===== src/rtl/mem_master_ctrl.sv =====
// -----------------------------------------------------------------------------
// mem_master_ctrl
//   Initiator for a 2**AW x DW synchronous program RAM (Clock, In, D, Address,
//   WE, Q). Takes single writes and 1..2**AW-beat read bursts on a valid/ready
//   request port and returns read beats on a valid/ready response port.
//   All RAM-facing signals come straight from flops. The RAM init strobe
//   (mem_in_o, active low) is held low through reset, so every reset of this
//   block also reloads the RAM image.
//
// Ports
//   clk_i         clock, rising edge
//   rst_i         synchronous active-high reset
//   req_valid_i   request present
//   req_ready_o   request can be taken (IDLE only)
//   req_we_i      1 = single write, 0 = read burst
//   req_addr_i    start address
//   req_wdata_i   write data (writes only)
//   req_len_i     read beats minus one (reads only)
//   rsp_valid_o   read beat on rsp_data_o
//   rsp_ready_i   consumer takes the beat
//   rsp_data_o    read beat, stable while stalled
//   wr_done_o     one-cycle pulse once a write has been committed
//   mem_in_o      RAM init strobe, active low
//   mem_we_o      RAM write enable
//   mem_addr_o    RAM address
//   mem_d_o       RAM write data
//   mem_q_i       RAM registered read data
// -----------------------------------------------------------------------------
module mem_master_ctrl #(
  parameter int AW = 5,
  parameter int DW = 8
) (
  input  logic          clk_i,
  input  logic          rst_i,
  input  logic          req_valid_i,
  output logic          req_ready_o,
  input  logic          req_we_i,
  input  logic [AW-1:0] req_addr_i,
  input  logic [DW-1:0] req_wdata_i,
  input  logic [AW-1:0] req_len_i,
  output logic          rsp_valid_o,
  input  logic          rsp_ready_i,
  output logic [DW-1:0] rsp_data_o,
  output logic          wr_done_o,
  output logic          mem_in_o,
  output logic          mem_we_o,
  output logic [AW-1:0] mem_addr_o,
  output logic [DW-1:0] mem_d_o,
  input  logic [DW-1:0] mem_q_i
);

  typedef enum logic [2:0] {
    IDLE    = 3'd0,
    WR      = 3'd1,
    RD_ADDR = 3'd2,
    RD_WAIT = 3'd3,
    RD_RESP = 3'd4
  } state_e;

  state_e        state_q, state_d;
  logic [AW-1:0] addr_q, addr_d;
  logic [DW-1:0] wdat_q, wdat_d;
  logic          we_q, we_d;
  logic          in_q, in_d;
  logic          rsp_valid_q, rsp_valid_d;
  logic [DW-1:0] rsp_data_q, rsp_data_d;
  logic          wr_done_q, wr_done_d;
  logic [AW-1:0] beats_q, beats_d;

  logic accept;
  assign accept = req_valid_i && (state_q == IDLE);

  // ---------------------------------------------------------------------------
  // State register
  // ---------------------------------------------------------------------------
  always_ff @(posedge clk_i) begin
    if (rst_i) begin
      state_q     <= IDLE;
      addr_q      <= '0;
      wdat_q      <= '0;
      we_q        <= 1'b0;
      // Init strobe low for the whole reset; released on the first clean edge.
      in_q        <= 1'b0;
      rsp_valid_q <= 1'b0;
      rsp_data_q  <= '0;
      wr_done_q   <= 1'b0;
      beats_q     <= '0;
    end else begin
      state_q     <= state_d;
      addr_q      <= addr_d;
      wdat_q      <= wdat_d;
      we_q        <= we_d;
      in_q        <= in_d;
      rsp_valid_q <= rsp_valid_d;
      rsp_data_q  <= rsp_data_d;
      wr_done_q   <= wr_done_d;
      beats_q     <= beats_d;
    end
  end

  // ---------------------------------------------------------------------------
  // Next state
  // ---------------------------------------------------------------------------
  always_comb begin
    state_d     = state_q;
    addr_d      = addr_q;
    wdat_d      = wdat_q;
    // WE and wr_done are single-cycle strobes: they default low every cycle,
    // so nothing but an accepted write can ever raise WE.
    we_d        = 1'b0;
    in_d        = 1'b1;
    rsp_valid_d = rsp_valid_q;
    rsp_data_d  = rsp_data_q;
    wr_done_d   = 1'b0;
    beats_d     = beats_q;

    unique case (state_q)
      IDLE: begin
        if (accept) begin
          addr_d = req_addr_i;
          if (req_we_i) begin
            wdat_d  = req_wdata_i;
            we_d    = 1'b1;
            state_d = WR;
          end else begin
            beats_d = req_len_i;
            state_d = RD_ADDR;
          end
        end
      end

      // RAM commits at the edge closing this cycle.
      WR: begin
        wr_done_d = 1'b1;
        state_d   = IDLE;
      end

      // RAM registers Q from the stable address at the closing edge.
      RD_ADDR: state_d = RD_WAIT;

      // Q is now valid; capture it into the response holding register.
      RD_WAIT: begin
        rsp_data_d  = mem_q_i;
        rsp_valid_d = 1'b1;
        state_d     = RD_RESP;
      end

      RD_RESP: begin
        if (rsp_ready_i) begin
          rsp_valid_d = 1'b0;
          if (beats_q == '0) begin
            state_d = IDLE;
          end else begin
            beats_d = beats_q - AW'(1);
            // Wraps silently at the top of the RAM.
            addr_d  = addr_q + AW'(1);
            state_d = RD_ADDR;
          end
        end
      end

      default: state_d = IDLE;
    endcase
  end

  assign req_ready_o = (state_q == IDLE);
  assign rsp_valid_o = rsp_valid_q;
  assign rsp_data_o  = rsp_data_q;
  assign wr_done_o   = wr_done_q;
  assign mem_in_o    = in_q;
  assign mem_we_o    = we_q;
  assign mem_addr_o  = addr_q;
  assign mem_d_o     = wdat_q;

endmodule


===== config.mk =====
export PLATFORM = sky130hd
export DESIGN_NAME = mem_master_ctrl
export DESIGN_NICKNAME = d
export VERILOG_FILES = /design/src/rtl/mem_master_ctrl.sv
export SDC_FILE = /design/constraint.sdc
export NUM_CORES = 1
export LEC_CHECK = 0
export ABC_CLOCK_PERIOD_IN_PS = 3100
export BUFFER_PORTS_ARGS = -buffer_cell sky130_fd_sc_hd__buf_2
export CAP_MARGIN = 20
export CORE_ASPECT_RATIO = 1.75
export CORE_MARGIN = 4
export CORE_UTILIZATION = 51
export CTS_CLUSTER_DIAMETER = 120
export DETAILED_ROUTE_END_ITERATION = 6
export PLACE_DENSITY = 0.83
export REMOVE_ABC_BUFFERS = 1
export SYNTH_ARGS = -nofsm -noshare
export SYNTH_HDL_FRONTEND = slang
export SYNTH_SLANG_ARGS = --single-unit

===== constraint.sdc =====
create_clock -name clk_i -period 3.1 [get_ports clk_i]
set_input_delay 0.155 -clock clk_i [delete_from_list [all_inputs] [get_ports clk_i]]
set_output_delay 0.155 -clock clk_i [all_outputs]
set_load 0.02 [all_outputs]

==> run_results.csv <==
group,metric,value,unit
sta,final-hold-violation-count,0,
setup_path,startpoint_type,"flop",
detailed_routing,vias,1355,
sta,fin_skew,0.00566,ns
global_route,use_met2,0.308,
clock_network,cts-htree-levels,2,
floorplan,num_rows,25,
synth,async_reset_ff_frac,0,
detailed_routing,via_per_inst,5.53,
synth,ys_seq_elements,33,
synth,synth.largest_area_cell,"dfxtp_1",
synth,synth_common_cells,"dfxtp_1, a21oi_1, nand2_1, nor2_1, nand3_1",
clock_network,cts_buffers,5,
worst_hold_path,hp-class,"in2reg",
setup_path,reg2reg_depth,6,
setup_path,cp.arrival,1.95,ns
pwr,irDropWorstVdd,0.400,mV
setup_path,rr_endpoint,"mem_addr_o[0]$_SDFFE_PP0P_",
pwr,powerDensity,508,nW/um^2
synth,netlist.area_leader.share,0.445,
layout,seq_area,661,um^2
flow_run,maxCapViolations,0,
detailed_routing,first_iter_violations,17,
sta,finalCriticalPeriod,1.81,ns
worst_hold_path,whs_endpoint,"rsp_data_o[4]$_SDFFE_PP0P_",
clock_network,clock_path_buffers,2,
clock_network,clock-sinks,33,
detailed_routing,drt.antenna.violating_nets,0,
sta,fin_setup_tns,0,ns
global_route,grt_pass1_vias,1262,
detailed_routing,drt_wl_total,3.24,mm
placed_design,port_buffers,56,
floorplan,core,2750,um^2
sta,worst_pin_slew,0.695,ns
clock_network,clock_latency,0.28,ns
sta,slew_violations,0,
synth,synth_area_leaders,"dfxtp_1, a21oi_1, mux2i_1",
floorplan,die-area,3870,um^2
synth,post-synth-top-count-cell,"dfxtp_1",
detailed_routing,drc,0,
sta,fmax,554,MHz
global_route,grt_max_degree,33,
synth,netlist_instances,166,
clock_network,post_cts_buffers,0,
worst_hold_path,min-delay-start,"mem_q_i[4]",
floorplan,die_h,79.4,um
placed_design,hpwlAfterDp,2.43,mm
global_route,grt_pass1_wl,5.49,mm
placed_design,place_congestion,0.758,
synth,ys_warn_count,0,
synth,synth_edf_count,0,
global_route,grtUsageTotal,0.177,
sta,setup_viol,0,
pwr,power,0.929,mW
floorplan,io-pin-count,57,
setup_path,rr_startpoint,"beats_q[0]$_SDFFE_PP0P_",
synth,ys.flop_type,"dfxtp_1",
placed_design,dpl_worst_slack,1.29,ns
clock_network,cts_tree,"yes",
setup_path,cp-end-kind,"flop",
global_route,antenna_found_initial,0,
synth,synth.avg_cell_area,8.94,um^2
setup_path,worst-setup-path-type,"reg2reg",
floorplan,fp.dieW,48.8,um
clock_network,ctsRootBufferMaster,"clkbuf_8",
layout,nFillCells,242,
sta,relSlewSlack,0.536,
floorplan,start_util,0.539,
clock_network,clkTransAtPathRegs,0.06,ns
layout,syn_to_final_growth,23.2,%
detailed_routing,wl_per_cell,13.2,um
setup_path,required,3.24,ns
global_route,grtUsageMet1,0.185,
worst_hold_path,whs_path_depth,3,
clock_network,hold_buffers,0,
pwr,power_leakage,0.856,nW
layout,nNetsFinal,251,
setup_path,rrSetupSlack,1.29,ns
layout,num_antenna_cells,0,
global_route,grt_overflow,0,
sta,rsz0062_at_grt,"false",
clock_network,cts-resized-gates,0,
synth,netlist_area,1480,um^2
setup_path,cp_max_fo,7,
synth,ys_seq_area_frac,0.445,
layout,multiInputGateArea,744,um^2
global_route,top_usage_layer,"met2",
synth,yosysUniqueCellTypes,38,
status,status,"finished clean",
sta,setup_ws,1.29,ns
detailed_routing,dr.pass1.iters,4,
global_route,met3_usage,0.0675,
sta,worst_hold_slack,0.105,ns
layout,drive_gt1_frac,0.330,
sta,finalCritPeriodShare,0.582,
## routing by layer
metal	wire (um)	share of wire	vias up
met5	0	0	-
met4	75	0.023	0
met3	271	0.084	7
met2	1640	0.50	52
met1	1260	0.39	603
li1	-	-	693
## power by group
group | internal, mW | switching, mW
Clock | 0.176 | 0.138
Combinational | 0.0660 | 0.0833
Sequential | 0.446 | 0.0202
## flip-flops by register name, indices dropped and copies added, names as in the netlist, 3 cells and up
name / flops
state_q: 3
mem_d_o: 8
beats_q: 5
rsp_data_o: 8
mem_addr_o: 5
## layout by cell type (no fill, tap or decap), types with 2 or more instances in the layout
master / instances
and2_0: 3
o21a_1: 3
nand3b_1: 2
o21ai_1: 2
a21oi_1: 19
mux2i_1: 8
nand3_1: 11
a211oi_1: 3
o21ai_0: 7
nor4_1: 2
and2_1: 3
inv_1: 4
nor2_1: 14
nand2_1: 14
dfxtp_1: 33
clkbuf_8: 6
nor3_1: 4
nand2b_1: 2
nor3b_1: 4
ha_1: 2
buf_2: 56
## metrics by stage
step / instance area (um^2) / cells / utilization
final: 1830 / 245 / 0.664
after detailed placement: 1740 / 238 / 0.633
after global routing: 1830 / 245 / 0.664
after floorplan: 1420 / 154 / -
after CTS: 1830 / 245 / 0.664
after global placement: 1740 / 238 / 0.633
## layout make-up
class,instances,area share
multi-input combinational,117,0.407
sequential,33,0.361
timing repair buffer,57,0.157
clock buffer,7,0.0472
tap,27,0.0185
inverter,4,0.00821
## worst max-delay path by stage
stage | startpoint | end | slack (ns) | cells past startpoint
3_5_place_dp | beats_q[0]$_SDFFE_PP0P_ | mem_addr_o[0]$_SDFFE_PP0P_ | 1.29 | 6
2_1_floorplan | state_q[2]$_SDFFE_PP0P_ | beats_q[0]$_SDFFE_PP0P_ | 1.37 | 4
5_1_grt | state_q[2]$_SDFFE_PP0P_ | beats_q[3]$_SDFFE_PP0P_ | 1.19 | 4
3_3_place_gp | state_q[2]$_SDFFE_PP0P_ | beats_q[3]$_SDFFE_PP0P_ | 1.34 | 4
4_1_cts | beats_q[0]$_SDFFE_PP0P_ | mem_addr_o[0]$_SDFFE_PP0P_ | 1.28 | 6
6_report | beats_q[0]$_SDFFE_PP0P_ | mem_addr_o[0]$_SDFFE_PP0P_ | 1.29 | 6
## cells by family (layout without fill, tap and decap cells)
group                    after synthesis  after routing  share of synthesized area
AO/OA/AOI/OAI                         42             42                      0.182
adder cells (fa/ha/maj)                2              2                     0.0169
buffers and inverters                 16             68                     0.0531
flip-flops                            33             33                      0.445
multiplexers                           9              9                     0.0616
AND/OR/NAND/NOR                       64             64                      0.241
## critical path, cell delays in order, from the launching register on
cell and delay [ns]:
dfxtp_1 0.32, inv_1 0.11, ha_1 0.20, or4b_4 0.50
o22a_2 0.31, a21oi_1 0.17, a311oi_2 0.06
No activity file was read; power rests on OpenSTA's default activity.
